--- config.mk ---
export PLATFORM = sky130hd
export DESIGN_NAME = dphy_hs_lane_serializer
export DESIGN_NICKNAME = d
export VERILOG_FILES = /design/src/rtl/dphy_hs_lane_serializer.sv
export SDC_FILE = /design/constraint.sdc
export NUM_CORES = 1
export LEC_CHECK = 0
export BUFFER_PORTS_ARGS = -buffer_cell sky130_fd_sc_hd__clkbuf_2
export CAP_MARGIN = 20
export CORE_UTILIZATION = 60
export CTS_CLUSTER_DIAMETER = 60
export DETAILED_ROUTE_END_ITERATION = 6
export HOLD_SLACK_MARGIN = 0.03
export PLACE_DENSITY = 0.88
export SLEW_MARGIN = 20
export SYNTH_ARGS = -nofsm -noshare
export SYNTH_HDL_FRONTEND = slang
export SYNTH_SLANG_ARGS = --single-unit
--- constraint.sdc ---
create_clock -name clk_i -period 4.05 [get_ports clk_i]
set_clock_uncertainty 0.05 [all_clocks]
set_input_delay 1.0125 -clock clk_i [delete_from_list [all_inputs] [get_ports clk_i]]
set_output_delay 1.0125 -clock clk_i [all_outputs]
set_load 0.005 [all_outputs]
--- src/rtl/dphy_hs_lane_serializer.sv ---
// D-PHY HS transmit model: sequences NUM_LANES data lanes through LP-11 -> LP-01 -> LP-00 ->
// HS-zero -> sync -> LSB-first payload -> trail -> LP-11, one HS bit per clk_i cycle.
module dphy_hs_lane_serializer #(
    parameter int          NUM_LANES = 4,
    parameter int          LPX_CYC   = 4,
    parameter int          PREP_CYC  = 4,
    parameter int          ZERO_CYC  = 8,
    parameter int          TRAIL_CYC = 8,
    parameter logic [7:0]  SYNC_BYTE = 8'hB8
) (
    input  logic                   clk_i,
    input  logic                   reset_n_i,
    input  logic                   tx_req_i,
    input  logic [8*NUM_LANES-1:0] tx_data_i,
    input  logic                   tx_valid_i,
    input  logic                   tx_last_i,
    output logic                   tx_ready_o,
    output logic [NUM_LANES-1:0]   do_p_o,
    output logic [NUM_LANES-1:0]   do_n_o,
    output logic                   hs_active_o,
    output logic                   busy_o,
    output logic                   underrun_o
);

    function automatic int max_of(input int a, input int b);
        return (a > b) ? a : b;
    endfunction

    localparam int CNT_MAX = max_of(max_of(max_of(LPX_CYC, PREP_CYC), max_of(ZERO_CYC, TRAIL_CYC)), 8);
    localparam int CNT_W   = $clog2(CNT_MAX) + 1;

    localparam logic [2:0] ST_STOP  = 3'd0;
    localparam logic [2:0] ST_LPX   = 3'd1;
    localparam logic [2:0] ST_PREP  = 3'd2;
    localparam logic [2:0] ST_ZERO  = 3'd3;
    localparam logic [2:0] ST_SYNC  = 3'd4;
    localparam logic [2:0] ST_DATA  = 3'd5;
    localparam logic [2:0] ST_TRAIL = 3'd6;
    localparam logic [2:0] ST_EXIT  = 3'd7;

    logic [2:0]             state, state_nxt;
    logic [CNT_W-1:0]       cnt, cnt_nxt;
    logic [8*NUM_LANES-1:0] data_q;
    logic                   last_q;
    logic [NUM_LANES-1:0]   last_bits;
    logic [NUM_LANES-1:0]   hs_bits;
    logic [2:0]             bit_idx;
    logic                   term;
    logic                   accept;

    // Counter runs down to zero; in SYNC/DATA it doubles as the bit index.
    assign term    = (cnt == '0);
    assign bit_idx = 3'd7 - cnt[2:0];

    // Ready depends on state alone so the packet builder never sees a combinational loop.
    assign tx_ready_o  = term && ((state == ST_SYNC) || ((state == ST_DATA) && !last_q));
    assign accept      = tx_ready_o && tx_valid_i;
    assign underrun_o  = tx_ready_o && !tx_valid_i;
    assign busy_o      = (state != ST_STOP);
    assign hs_active_o = (state == ST_ZERO) || (state == ST_SYNC) ||
                         (state == ST_DATA) || (state == ST_TRAIL);

    always_comb begin
        // NOTE: every combinational output gets a default first so no path infers a latch.
        state_nxt = state;
        cnt_nxt   = term ? cnt : cnt - CNT_W'(1);
        case (state)
            ST_STOP: begin
                if (tx_req_i) begin
                    state_nxt = ST_LPX;
                    cnt_nxt   = CNT_W'(LPX_CYC - 1);
                end
            end
            ST_LPX: if (term) begin
                state_nxt = ST_PREP;
                cnt_nxt   = CNT_W'(PREP_CYC - 1);
            end
            ST_PREP: if (term) begin
                state_nxt = ST_ZERO;
                cnt_nxt   = CNT_W'(ZERO_CYC - 1);
            end
            ST_ZERO: if (term) begin
                state_nxt = ST_SYNC;
                cnt_nxt   = CNT_W'(7);
            end
            ST_SYNC, ST_DATA: if (term) begin
                if (accept) begin
                    state_nxt = ST_DATA;
                    cnt_nxt   = CNT_W'(7);
                end else begin
                    // Either the last beat has finished or the builder failed to supply one.
                    state_nxt = ST_TRAIL;
                    cnt_nxt   = CNT_W'(TRAIL_CYC - 1);
                end
            end
            ST_TRAIL: if (term) begin
                state_nxt = ST_EXIT;
                cnt_nxt   = CNT_W'(LPX_CYC - 1);
            end
            ST_EXIT: if (term) begin
                state_nxt = ST_STOP;
                cnt_nxt   = '0;
            end
            default: begin
                state_nxt = ST_STOP;
                cnt_nxt   = '0;
            end
        endcase
    end

    always_comb begin
        hs_bits = '0;
        for (int k = 0; k < NUM_LANES; k++) begin
            logic [7:0] lane_byte;
            lane_byte = data_q[8*k +: 8];
            if (state == ST_SYNC)
                hs_bits[k] = SYNC_BYTE[bit_idx];
            else if (state == ST_DATA)
                hs_bits[k] = lane_byte[bit_idx];
        end
    end

    always_comb begin
        do_p_o = '1;
        do_n_o = '1;
        case (state)
            ST_LPX, ST_ZERO: do_p_o = '0;
            ST_PREP: begin
                do_p_o = '0;
                do_n_o = '0;
            end
            ST_SYNC, ST_DATA: begin
                do_p_o = hs_bits;
                do_n_o = ~hs_bits;
            end
            ST_TRAIL: begin
                do_p_o = ~last_bits;
                do_n_o = last_bits;
            end
            default: ;
        endcase
    end

    always_ff @(posedge clk_i or negedge reset_n_i) begin
        if (!reset_n_i) begin
            state     <= ST_STOP;
            cnt       <= '0;
            data_q    <= '0;
            last_q    <= 1'b0;
            last_bits <= '0;
        end else begin
            // NOTE: non-blocking assignments so every register samples pre-edge values.
            state <= state_nxt;
            cnt   <= cnt_nxt;
            if (accept) begin
                data_q <= tx_data_i;
                last_q <= tx_last_i;
            end
            if ((state == ST_SYNC) || (state == ST_DATA))
                last_bits <= hs_bits;
        end
    end

endmodule

# Yosys cells after proc, flatten, opt, wreduce, memory -nomap -nowiden
# Memory sizes are Yosys's and may differ from the RTL's.
# Index checks and enable logic that the tools add are counted.
# word_totals
out_inout_bits	12
ff_bits	44
latchBits	0
mem_bits_rw	0
elab_cells	78
input_bits	37
rom_bits	8
mem_count	1
# memory_table
name	words	width	read_ports	rd_clocked_by_memory_dff	wr	line	text
(name not given)	8	1	1	0	0	117	hs_bits[k] = SYNC_BYTE[bit_idx];
# classes
order_cmp	1
reduce_logical	19
muxes	34
addsub	2
n_div	0
shift	0
bitwise_logic	2
multipliers	0
eq_ne	14
# ops
op	n
4-bit case mux with 3 select lines	2
3-bit 2-to-1 mux	7
3-bit case mux with 7 select lines	1
4-bit 2-to-1 mux	5
4-bit case mux with 4 select lines	1
2-bit != test, second input constant	7
1-bit 2-to-1 mux	13
1-bit binary-select mux with 3-bit select	4
3-bit equality test, second input constant	4
4-bit NOT	2
7-bit AND reduction	1
3-bit by 2-bit equality test with 1-bit output, second input constant	2
1-bit logical OR	5
1-bit logical AND	4
4-bit logical NOT	1
3-bit by 4-bit less-than comparator with 1-bit output, second input constant	1
2-bit OR reduction	2
4-bit OR reduction	1
4-bit by 1-bit subtractor with 4-bit output, second input constant	1
3-bit by 1-bit equality test with 1-bit output, second input constant	1
3-bit logical NOT	1
3-bit nonzero test	1
3-bit OR reduction	1
3-bit subtractor, first input constant	1
2 further kinds	3

# Longest topological paths before layout
# logic_depth
depth_word	8
depth_mapped	10
mapped_depth_nobuf	7

# Worst setup path before layout
# Ideal clock, no wire load.
# synth_path
path_type	reg-to-output
start	register cnt[0]
end	output underrun_o
path_stages_with_launch	9
slack_ns	1.056
t_arrival_ns	1.931
t_required_ns	2.988
n_path_buf	3
path_cell_list	dfrtp_1 buf_2 buf_2 inv_1 ha_1 or3b_1 buf_6 a211o_1 nor2_1
# synth_between
elab_chain_len	3
# synth_rtl
item	line	text
start, declared	42	logic [CNT_W-1:0] cnt, cnt_nxt;
start signal, assigned	154	cnt <= cnt_nxt;
4-bit logical NOT	52	assign term = (cnt == '0);
1-bit logical AND	56	assign tx_ready_o = term && ((state == ST_SYNC) || ((state == ST_DATA) && !last_q));
1-bit logical AND	58	assign underrun_o = tx_ready_o && !tx_valid_i;
end, declared	22	output logic underrun_o
# No other way between the ends.

# Final worst setup path
# layout_path
start	register state[2]
end	output do_p_o[0]
# layout_between
elab_chain_len	4
elab_cells_between_ends	11
cone_classes	6 x eq/ne; 3 x mux; 2 x reduce/logical
# layout_rtl
item	line	text
start, declared	41	logic [2:0] state, state_nxt;
start signal, assigned	153	state <= state_nxt;
3-bit equality test	118, 126	
1-bit 2-to-1 mux	118	else if (state == ST_DATA)
1-bit 2-to-1 mux	116	if (state == ST_SYNC)
4-bit case mux with 3 select lines (*)	126	case (state)
end, declared	18	output logic [NUM_LANES-1:0] do_p_o,
# Mark *: on every way between the ends. The rest lies on a longest branch, timed or not.

==> metrics <==
status=completed; CP arrival=2.24 ns; post_cts resized=0; Synth Register Bits=44; relative slew slack=33.1%; Least-Margin Pin Slew=1.00 ns; clock transition at the registers of the reported paths=0.09 ns; Mapped Cells=221; clk_lat worst skew=0.31 ns; Setup-failing EPs final=0; Critical-path top delay cell=dfrtp_1; Initial Utilization=63.4%; RSZ-0062 raised after global routing=false; Detailed Route Iter0 Violations=244; P&R area growth vs syn=11.4%; Synth area leaders=dfrtp_1 43%, mux2_4 18%, mux2i_1 6.6%, ha_1 2.9%, buf_12 2.3%; DPL Wire Length=3480 um; # clock sinks=44; Critical Path Sink Type=primary output; Ant. Diodes=0; Placed Instance Area=2770 sq um; vias in the first global route=1729; RR Endpoint=data_q[18]; Static Leak=1.52 nW; Yosys top cell area share=42.8%; hold path endpoint=data_q[13]; WL met2=2140 um; FFs w/ async S/R, synth=100%; TritonCTS Buffers=5; Post-synth EDFFs=0; worst hold path class=reg -> reg; initial antenna violation count=0; H-tree depth=2; Max VDD drop=0.000420 V; max-slew violations=0; Final ANT Viol Nets=0; cell taking the most area after synthesis=dfrtp_1; critical-path cell list=ha_1 > nand4_1 > o31a_1 > o211ai_1 > clkbuf_2; Yosys warnings=0; first-pass GRT wire length=7960 um; First-pass DRT Iterations=4; Hold Crit Depth=1; FP Rows=23; total setup buffers inserted after CTS=0; Critical R2R Launch=cnt[1]; vias per inst=5.75; Final Util=70.6%; Final Hold Viols=0; routability cong.=0.855; R2R depth=5; die height=67.5 um; post-synth cell types=40; setup TNS=0 ns; Syn Area/Cell=11.6 sq um; CP required=2.99 ns; crit-path max FO=20; final WL=4850 um; # hold bufs at CTS=0; Final Worst Setup Slack=0.748 ns; CP Class=reg -> out; final cell count without fillers=315; max-cap viol count=0; Final period util=81.5%; DR WL met3=277 um; chip width=67.5 um; dpl cells=307; Tmin final=3.30 ns; Mapped Area=2570 sq um; DP Worst Slack=1.11 ns; clk buf depth=2; P per Cell Area=666 nW/um^2; All-Layer GR Usage=24.2%; Residual DRC=0; CTS tree=yes; synth cell count leaders=44 x dfrtp_1, 30 x mux2_4, 17 x mux2i_1, 15 x nand2_1; top-count cell post-synth=dfrtp_1; DR vias=1811; flop-to-flop setup slack=1.27 ns; syn_nets=264; nets@finish=307; Buffers on Ports=48; io pins=49; residual overflow from global routing=0; layout cells sized above 1=34.7%; Die Area=4550 sq um; top sig layer=met4; Post-Layout Inst Area=2870 sq um; root buf cell=clkbuf_8; Hold Startpoint=data_q[13]; CP Launch Type=flop; sequential-to-total area share from yosys stat=42.8%; max incr delay on CP=0.70 ns; met1 wire length=2340 um; Primary FF master, synth=dfrtp_1; highest clock rate=0.303 GHz; Wirelength per Cell=15.4 um; largest net degree at the start of global routing=45; Core Region=4060 sq um
-- worst max path at each step --
| stage | start | endpoint | slack (ns) | cells after the start |
|---|---|---|---|---|
| after floorplan | cnt[0] | underrun_o | 1.06 | 8 |
| after global placement | state[2] | do_p_o[1] | 1.19 | 5 |
| after detailed placement | state[2] | do_p_o[0] | 1.11 | 5 |
| after CTS | state[2] | do_p_o[0] | 0.77 | 5 |
| after global routing | state[2] | do_p_o[0] | 0.57 | 5 |
| final | state[2] | do_p_o[0] | 0.75 | 5 |
-- where the power goes --
part	switching (mW)	internal [mW]
registers	0.154	0.586
logic	0.407	0.466
clock network	0.157	0.138
total	0.718	1.19
-- critical path, delay by kind of cell, from the launching register on --
family	cells	cell delay [ns]
buffers and inverters	1	0.14
and+or+nand+nor	1	0.27
AOI/OAI and AO/OA	2	0.36
adders and majority gates	1	0.46
DFF	1	0.70
-- layer usage --
layer	track usage, %	vias to the layer above
met4	7.98	0
met5	0	-
met2	36.4	70
met1	33.9	848
met3	6.25	12
li1	-	881
-- cell type report --
class,count,area (sq um)
clock buffer,6,82.6
clock inverter,2,15.0
fill,283,1190
inverter,10,37.5
multi-input combinational,154,1320
sequential,44,1100
tap,50,62.6
timing repair buffer,49,248
-- state kept, by name (all words and copies together), names as in the netlist --
| signal | cells |
|---|---|
| data_q | 32 |
| cnt | 4 |
| last_q | 1 |
| state | 3 |
| last_bits | 4 |
-- logic make-up after synthesis --
family / count (synthesis) / synth area share (%)
mux: 51 / 25.9
compound gates: 37 / 10.3
xor+xnor: 1 / 0.341
flops: 44 / 42.8
fa+ha+maj: 6 / 2.92
buf+inv: 23 / 5.93
simple gates: 59 / 11.8
-- through the flow --
stage	total power, mW	hold slack, ns
2_1_floorplan	1.38	0.429
3_3_place_gp	1.58	0.440
3_5_place_dp	1.61	0.444
4_1_cts	1.90	0.463
5_1_grt	2.05	0.480
6_report	1.91	0.460
-- cell usage in the layout (no fill, tap or decap), drive strengths merged, types with 2 or more instances in the layout --
cell type	instances
clkbuf	53
dfrtp	44
mux2	34
mux2i	17
nand2	15
inv	10
nand3	10
nor2	9
a21oi	7
nand2b	6
a22oi	6
ha	6
and3	5
o21ai	4
o211ai	4
a211oi	3
nand4	3
nand3b	2
a211o	2
nor3	2
and2	2
a221oi	2
o221ai	2
clkinvlp	2
buf	2
No activity file was read; power rests on OpenSTA's default activity.
